$ cat src/rtl/fft_ram_pkg.sv
// Shared constants for the FFT working-RAM arbiter and the FFT address generator.
package fft_ram_pkg;

  localparam int ADDR_W_DEF = 8;
  localparam int DATA_W_DEF = 16;

  localparam logic [1:0] OWN_NONE = 2'b00;
  localparam logic [1:0] OWN_A    = 2'b01;
  localparam logic [1:0] OWN_B    = 2'b10;

endpackage

$ cat src/rtl/rr_arb2.sv
// Two-input round-robin arbiter with a registered priority pointer and a lock-owner override.
module rr_arb2
  import fft_ram_pkg::*;
(
  input  logic       CLK,
  input  logic       RST,
  input  logic       req_a,
  input  logic       req_b,
  input  logic [1:0] lock_own,
  output logic       gnt_a,
  output logic       gnt_b
);

  logic ptr_r;  // 0: A has priority, 1: B has priority

  // Grant selection: lock owner first, then single requester, then pointer
  always_comb begin
    gnt_a = 1'b0;
    gnt_b = 1'b0;
    if (RST) begin
      gnt_a = 1'b0;
      gnt_b = 1'b0;
    end else begin
      case (lock_own)
        OWN_A:   gnt_a = req_a;
        OWN_B:   gnt_b = req_b;
        default: begin
          if (req_a && req_b) begin
            gnt_a = ~ptr_r;
            gnt_b = ptr_r;
          end else begin
            gnt_a = req_a;
            gnt_b = req_b;
          end
        end
      endcase
    end
  end

  // Priority pointer moves to the port that was not granted
  always_ff @(posedge CLK) begin
    if (RST) begin
      ptr_r <= 1'b0;
    end else if (gnt_a) begin
      ptr_r <= 1'b1;
    end else if (gnt_b) begin
      ptr_r <= 1'b0;
    end else begin
      ptr_r <= ptr_r;
    end
  end

endmodule

$ cat src/rtl/fft_ram_arbiter.sv
// Shares one 256x16 block RAM between the FFT butterfly engine (A) and the sample loader (B),
// with round-robin arbitration, a bounded lock and read-data routing.
module fft_ram_arbiter
  import fft_ram_pkg::*;
#(
  parameter int ADDR_W   = ADDR_W_DEF,
  parameter int DATA_W   = DATA_W_DEF,
  parameter int LOCK_MAX = 16
) (
  input  logic              CLK,
  input  logic              RST,
  input  logic              a_req,
  input  logic              a_we,
  input  logic              a_lock,
  input  logic [ADDR_W-1:0] a_addr,
  input  logic [DATA_W-1:0] a_wdata,
  output logic              a_gnt,
  output logic              a_rvalid,
  output logic [DATA_W-1:0] a_rdata,
  input  logic              b_req,
  input  logic              b_we,
  input  logic              b_lock,
  input  logic [ADDR_W-1:0] b_addr,
  input  logic [DATA_W-1:0] b_wdata,
  output logic              b_gnt,
  output logic              b_rvalid,
  output logic [DATA_W-1:0] b_rdata,
  output logic [ADDR_W-1:0] ram_raddr,
  output logic [ADDR_W-1:0] ram_waddr,
  output logic [DATA_W-1:0] ram_wdata,
  output logic              ram_re,
  output logic              ram_we,
  input  logic [DATA_W-1:0] ram_rdata
);

  localparam int                LOCK_W   = $clog2(LOCK_MAX + 1);
  localparam logic [LOCK_W-1:0] LOCK_LIM = LOCK_W'(LOCK_MAX);

  logic [1:0]        own_r, own_nxt_s, gnt_own_s;
  logic [LOCK_W-1:0] cnt_r, cnt_nxt_s, cnt_inc_s;
  logic              win_s, sel_we_s, sel_lock_s, own_req_s;
  logic [ADDR_W-1:0] sel_addr_s, raddr_r, waddr_r;
  logic [DATA_W-1:0] sel_wdata_s, wdata_r;
  logic              rd_pend_r, rd_tag_r;

  rr_arb2 u_arb (
    .CLK      (CLK),
    .RST      (RST),
    .req_a    (a_req),
    .req_b    (b_req),
    .lock_own (own_r),
    .gnt_a    (a_gnt),
    .gnt_b    (b_gnt)
  );

  // Winner request mux
  always_comb begin
    win_s       = a_gnt | b_gnt;
    sel_we_s    = a_we;
    sel_lock_s  = a_lock;
    sel_addr_s  = a_addr;
    sel_wdata_s = a_wdata;
    gnt_own_s   = OWN_A;
    if (b_gnt) begin
      sel_we_s    = b_we;
      sel_lock_s  = b_lock;
      sel_addr_s  = b_addr;
      sel_wdata_s = b_wdata;
      gnt_own_s   = OWN_B;
    end else begin
      gnt_own_s   = OWN_A;
    end
  end

  // RAM pins are driven in the grant cycle; addresses and data hold when idle
  assign ram_re    = win_s & ~sel_we_s;
  assign ram_we    = win_s & sel_we_s;
  assign ram_raddr = ram_re ? sel_addr_s : raddr_r;
  assign ram_waddr = ram_we ? sel_addr_s : waddr_r;
  assign ram_wdata = ram_we ? sel_wdata_s : wdata_r;

  // Last-driven RAM address/data holders
  always_ff @(posedge CLK) begin
    if (RST) begin
      raddr_r <= '0;
      waddr_r <= '0;
      wdata_r <= '0;
    end else begin
      raddr_r <= ram_raddr;
      waddr_r <= ram_waddr;
      wdata_r <= ram_wdata;
    end
  end

  // Lock ownership: take, extend, or release the lock
  always_comb begin
    own_nxt_s = own_r;
    cnt_nxt_s = cnt_r;
    cnt_inc_s = (own_r == gnt_own_s) ? (cnt_r + LOCK_W'(1)) : LOCK_W'(1);
    case (own_r)
      OWN_A:   own_req_s = a_req;
      OWN_B:   own_req_s = b_req;
      default: own_req_s = 1'b1;
    endcase
    if (!own_req_s) begin
      own_nxt_s = OWN_NONE;
      cnt_nxt_s = '0;
    end else if (win_s && sel_lock_s && (cnt_inc_s < LOCK_LIM)) begin
      own_nxt_s = gnt_own_s;
      cnt_nxt_s = cnt_inc_s;
    end else if (win_s) begin
      // unlocked grant or limit reached; the pointer already favours the other port
      own_nxt_s = OWN_NONE;
      cnt_nxt_s = '0;
    end else begin
      own_nxt_s = own_r;
      cnt_nxt_s = cnt_r;
    end
  end

  // Lock owner and counter registers
  always_ff @(posedge CLK) begin
    if (RST) begin
      own_r <= OWN_NONE;
      cnt_r <= '0;
    end else begin
      own_r <= own_nxt_s;
      cnt_r <= cnt_nxt_s;
    end
  end

  // Read-latency pipeline: pending flag plus destination tag (1 = B)
  always_ff @(posedge CLK) begin
    if (RST) begin
      rd_pend_r <= 1'b0;
      rd_tag_r  <= 1'b0;
    end else begin
      rd_pend_r <= ram_re;
      rd_tag_r  <= ram_re ? b_gnt : rd_tag_r;
    end
  end

  assign a_rvalid = rd_pend_r & ~rd_tag_r;
  assign b_rvalid = rd_pend_r & rd_tag_r;
  assign a_rdata  = ram_rdata;
  assign b_rdata  = ram_rdata;

endmodule

$ cat config.mk
export PLATFORM = sky130hd
export DESIGN_NAME = fft_ram_arbiter
export DESIGN_NICKNAME = d
export VERILOG_FILES = /design/src/rtl/fft_ram_pkg.sv /design/src/rtl/rr_arb2.sv /design/src/rtl/fft_ram_arbiter.sv
export SDC_FILE = /design/constraint.sdc
export NUM_CORES = 1
export LEC_CHECK = 0
export BUFFER_PORTS_ARGS = -buffer_cell sky130_fd_sc_hd__clkbuf_2
export CAP_MARGIN = 20
export CORE_ASPECT_RATIO = 2
export CORE_MARGIN = 2
export CORE_UTILIZATION = 35
export CTS_BUF_LIST = sky130_fd_sc_hd__clkbuf_8
export CTS_CLUSTER_DIAMETER = 100
export DETAILED_ROUTE_END_ITERATION = 10
export GPL_TIMING_DRIVEN = 0
export PLACE_DENSITY = 0.63
export SETUP_SLACK_MARGIN = 0.05
export SYNTH_ARGS = -nofsm -noshare
export SYNTH_HDL_FRONTEND = slang
export SYNTH_HIERARCHICAL = 1
export SYNTH_SLANG_ARGS = --single-unit
$ cat constraint.sdc
create_clock -name CLK -period 3.5 [get_ports CLK]
set_input_delay 0.7 -clock CLK [delete_from_list [all_inputs] [get_ports CLK]]
set_output_delay 0.7 -clock CLK [all_outputs]
set_load 0.03 [all_outputs]
==> impl_metrics.py <==
metrics = {
    "power_and_ir_drop": {
        "cell_internal_pwr_uw": 996,
        "vdd_drop_max_uv": 293,
        "combPwrFrac": 0.392,
        "p_leak_uw": 0.00187,
        "p_per_area_mw_per_mm2": 443,
        "p_sw_uw": 549,
        "clkPwrFrac": 0.258,
        "swShare": 0.356,
        "p_seq_frac": 0.350,
    },
    "placement": {
        "io_buffers": 125,
        "place.gp.congestion": 0.721,
        "dpl_cell_area_mm2": 0.00327,
        "hpwl_mm": 5.24,
        "dpl.cell_count": 476,
    },
    "hold_path": {
        "hold_path.class": "flip-flop to flip-flop",
    },
    "run": {
        "drv_cap": 0,
    },
    "floorplanning": {
        "initial_core_util": 0.362,
        "dieWidth_um": 63.9,
        "io_pins": 142,
        "core_mm2": 0.00694,
        "fp-row-count": 43,
        "die_h_um": 124,
        "dieArea_mm2": 0.00791,
    },
    "yosys": {
        "synth.top_cell.area_share": 0.335,
        "syn_area_mm2": 0.00251,
        "syn_area_per_cell_um2": 9.63,
        "synth_nets": 338,
        "synth_area_leaders": "dfxtp_1, buf_4, o211a_1, mux2_2, a211o_1",
        "postSynthCellCount": 261,
        "async_flop_share": 0,
        "yosysTopAreaCell": "dfxtp_1",
        "ys_top_cells_by_count": "dfxtp_1, buf_4, and2_1, nor2b_1, o21a_1",
        "synth.most_common_cell": "dfxtp_1",
        "synth_seq_cells": 42,
        "ys.flop_type": "dfxtp_1",
        "synth-edff-count": 0,
        "synth_cell_types": 43,
        "ys.warnings.count": 6,
        "synth-seq-area-share": 0.335,
    },
    "setup_path": {
        "crit_fanout": 10,
        "cpLargestDelayFamily": "buffers and inverters",
        "arrival_ns": 2.60,
        "r2r_slack_ns": 1.05,
        "slowest_delay_ns": 0.39,
        "cp_cell_sequence": "inv_1, ha_4, and3b_1, nor3b_4, and3b_1, a21oi_4, buf_6, inv_2, buf_4, o21a_1, buf_2",
        "crit_type": "flip-flop to output pin",
        "cp_slowest_cell": "dfxtp_4",
        "startpoint_type": "flip-flop",
        "rr_startpoint": "own_r[0]",
        "r2r_end": "cnt_r[2]",
        "reg2regPathDepth": 9,
        "cp-startpoint": "own_r[0]",
        "cp-end-kind": "output pin",
        "path_depth": 11,
        "path_buf_inv": 5,
        "cp_common_cell": "and3b_1",
        "crit_end": "ram_wdata[10]",
        "crit_required_ns": 2.80,
    },
    "layout": {
        "drive_gt1_frac": 0.516,
        "multiInputGateArea_mm2": 0.00136,
        "antennaDiodeCount": 0,
        "final_net_count": 478,
        "finalInstanceArea_mm2": 0.00348,
        "fillers": 704,
        "seq_area_um2": 846,
        "fin_cells": 491,
        "syn2layout_area_growth_pct": 38.7,
    },
    "drt": {
        "vias": 2342,
        "totalWireLength_mm": 6.52,
        "wl_per_cell_um": 13.3,
        "drtPass1Iterations": 4,
        "antenna_left": 0,
        "vias_per_cell": 4.77,
        "drt_iter0_markers": 28,
        "drc": 0,
    },
    "sta": {
        "skew_ns": 0.00355,
        "drv_slew": 0,
        "hold_viol": 0,
        "fin_crit_sh": 0.943,
        "period_minus_slack_ns": 3.30,
        "slew_headroom": 0.701,
        "clock.fmax_mhz": 303,
        "worst_pin_slew_ns": 0.448,
        "rsz0062_at_grt": "false",
        "setup_viol": 0,
    },
    "cts": {
        "cts_tree": "built",
        "cts.sink_count": 42,
        "path_clk_slew_ns": 0.08,
        "numCtsBuffers": 5,
        "hold_buffers": 0,
        "cts_max_path_buffers": 2,
        "clk_latency_ns": 0.30,
        "htreeDepth": 2,
        "root_buffer": "clkbuf_8",
    },
    "global_routing": {
        "grt_pass1_wl_mm": 10.1,
        "first_global_vias": 2275,
        "antenna_found_initial": 0,
        "grt_usage": 0.165,
        "overflow": 0,
        "grt_max_degree": 13,
    },
    "status": {
        "status": "finished, final reports clean",
    },
}
## registers in the layout, indices dropped and copies added, names as in the netlist
signal,flops
own_r,2
rd_pend_r,1
cnt_r,5
wdata_r,16
raddr_r,8
rd_tag_r,1
waddr_r,8
u_arb/ptr_r,1
## stage by stage
step                      hold slack (ns)  setup TNS, ns  setup WS [ns]  utilization  total power [µW]
final                               0.476              0          0.198        0.502              1540
after global routing                0.510              0         0.0682        0.502              1620
after CTS                           0.476              0         0.0493        0.498              1560
after detailed placement            0.466          -1.53         -0.137        0.471              1140
after global placement              0.456          -1.03         -0.107        0.471              1130
after floorplan                     0.439              0          0.109            -               974
## final cells by class
cell class,count,area share
multi-input combinational,165,0.389
sequential,42,0.243
timing repair buffer,133,0.197
buffer,46,0.0984
tap,90,0.0323
clock buffer,6,0.0237
clock inverter,1,0.00862
inverter,8,0.00862
## repair_timing
| item | CTS | global route |
|---|---|---|
| resized for setup | 10 | 7 |
| pin swaps | 2 | 0 |
| setup endpoints to repair | 33 | 23 |
| setup buffers | 7 | 1 |
## worst reg2reg max path, cell delays in order (launching register included)
cell and delay, ns:
dfxtp_4 0.39, inv_1 0.08, ha_4 0.25, o21a_1 0.20
nor3b_4 0.16, buf_4 0.16, or3b_1 0.42, or2_0 0.25
a221o_1 0.36, a21oi_1 0.12
## power groups by stage
stage | Clock [µW] | Sequential (µW) | Combinational (µW)
floorplan | 0 | 544 | 430
global route | 422 | 545 | 656
CTS | 410 | 541 | 609
global placement | 0 | 548 | 584
finish | 398 | 541 | 606
detailed placement | 0 | 551 | 589
## placed cells by master (no fill, tap or decap), drive strengths merged
master / count
o32ai: 1
xnor2: 1
o22a: 1
nand2: 7
o211a: 16
a21boi: 1
and3: 3
buf: 52
a221o: 1
dfxtp: 42
a221oi: 2
o21a: 17
nor3b: 1
nor2: 4
bufinv: 1
nor3: 2
inv: 8
xor2: 1
o31a: 1
nand3: 4
and3b: 3
clkbuf: 133
o31ai: 1
or3b: 1
a21oi: 6
or2: 2
and2: 17
mux2: 24
nand2b: 5
a21o: 1
o22ai: 1
ha: 5
nor2b: 17
or3: 1
o21ai: 2
a211o: 16
## kinds of logic (layout without fill, tap and decap cells)
kind of cell               after synthesis  in the layout  share of synthesized area
AOI/OAI and AO/OA                       67             67                      0.224
and+or+nand+nor                         67             67                      0.161
DFF                                     42             42                      0.335
xor gates and xnor gates                 2              2                    0.00697
adders and majority gates                5              5                     0.0249
buffers and inverters                   54            194                      0.141
muxes                                   24             24                      0.108
## metal layers
metal / wire length, µm / track usage / vias to the layer above / share of wire
met5: 0 / 0 / - / 0
met2: 3710 / 0.335 / 90 / 0.57
met1: 2290 / 0.153 / 1078 / 0.35
met3: 416 / 0.0325 / 7 / 0.064
li1: - / - / 1167 / -
met4: 108 / 0.0734 / 0 / 0.017
## worst min path at each step
stage / startpoint / to / slack (ns) / depth (start not counted)
floorplan: rd_tag_r / rd_tag_r / 0.44 / 2
global placement: rd_tag_r / rd_tag_r / 0.46 / 2
detailed placement: rd_tag_r / rd_tag_r / 0.47 / 2
CTS: rd_tag_r / rd_tag_r / 0.48 / 2
global route: cnt_r[1] / cnt_r[1] / 0.51 / 2
finish: rd_tag_r / rd_tag_r / 0.48 / 2
(Power assumes the default switching activity.)
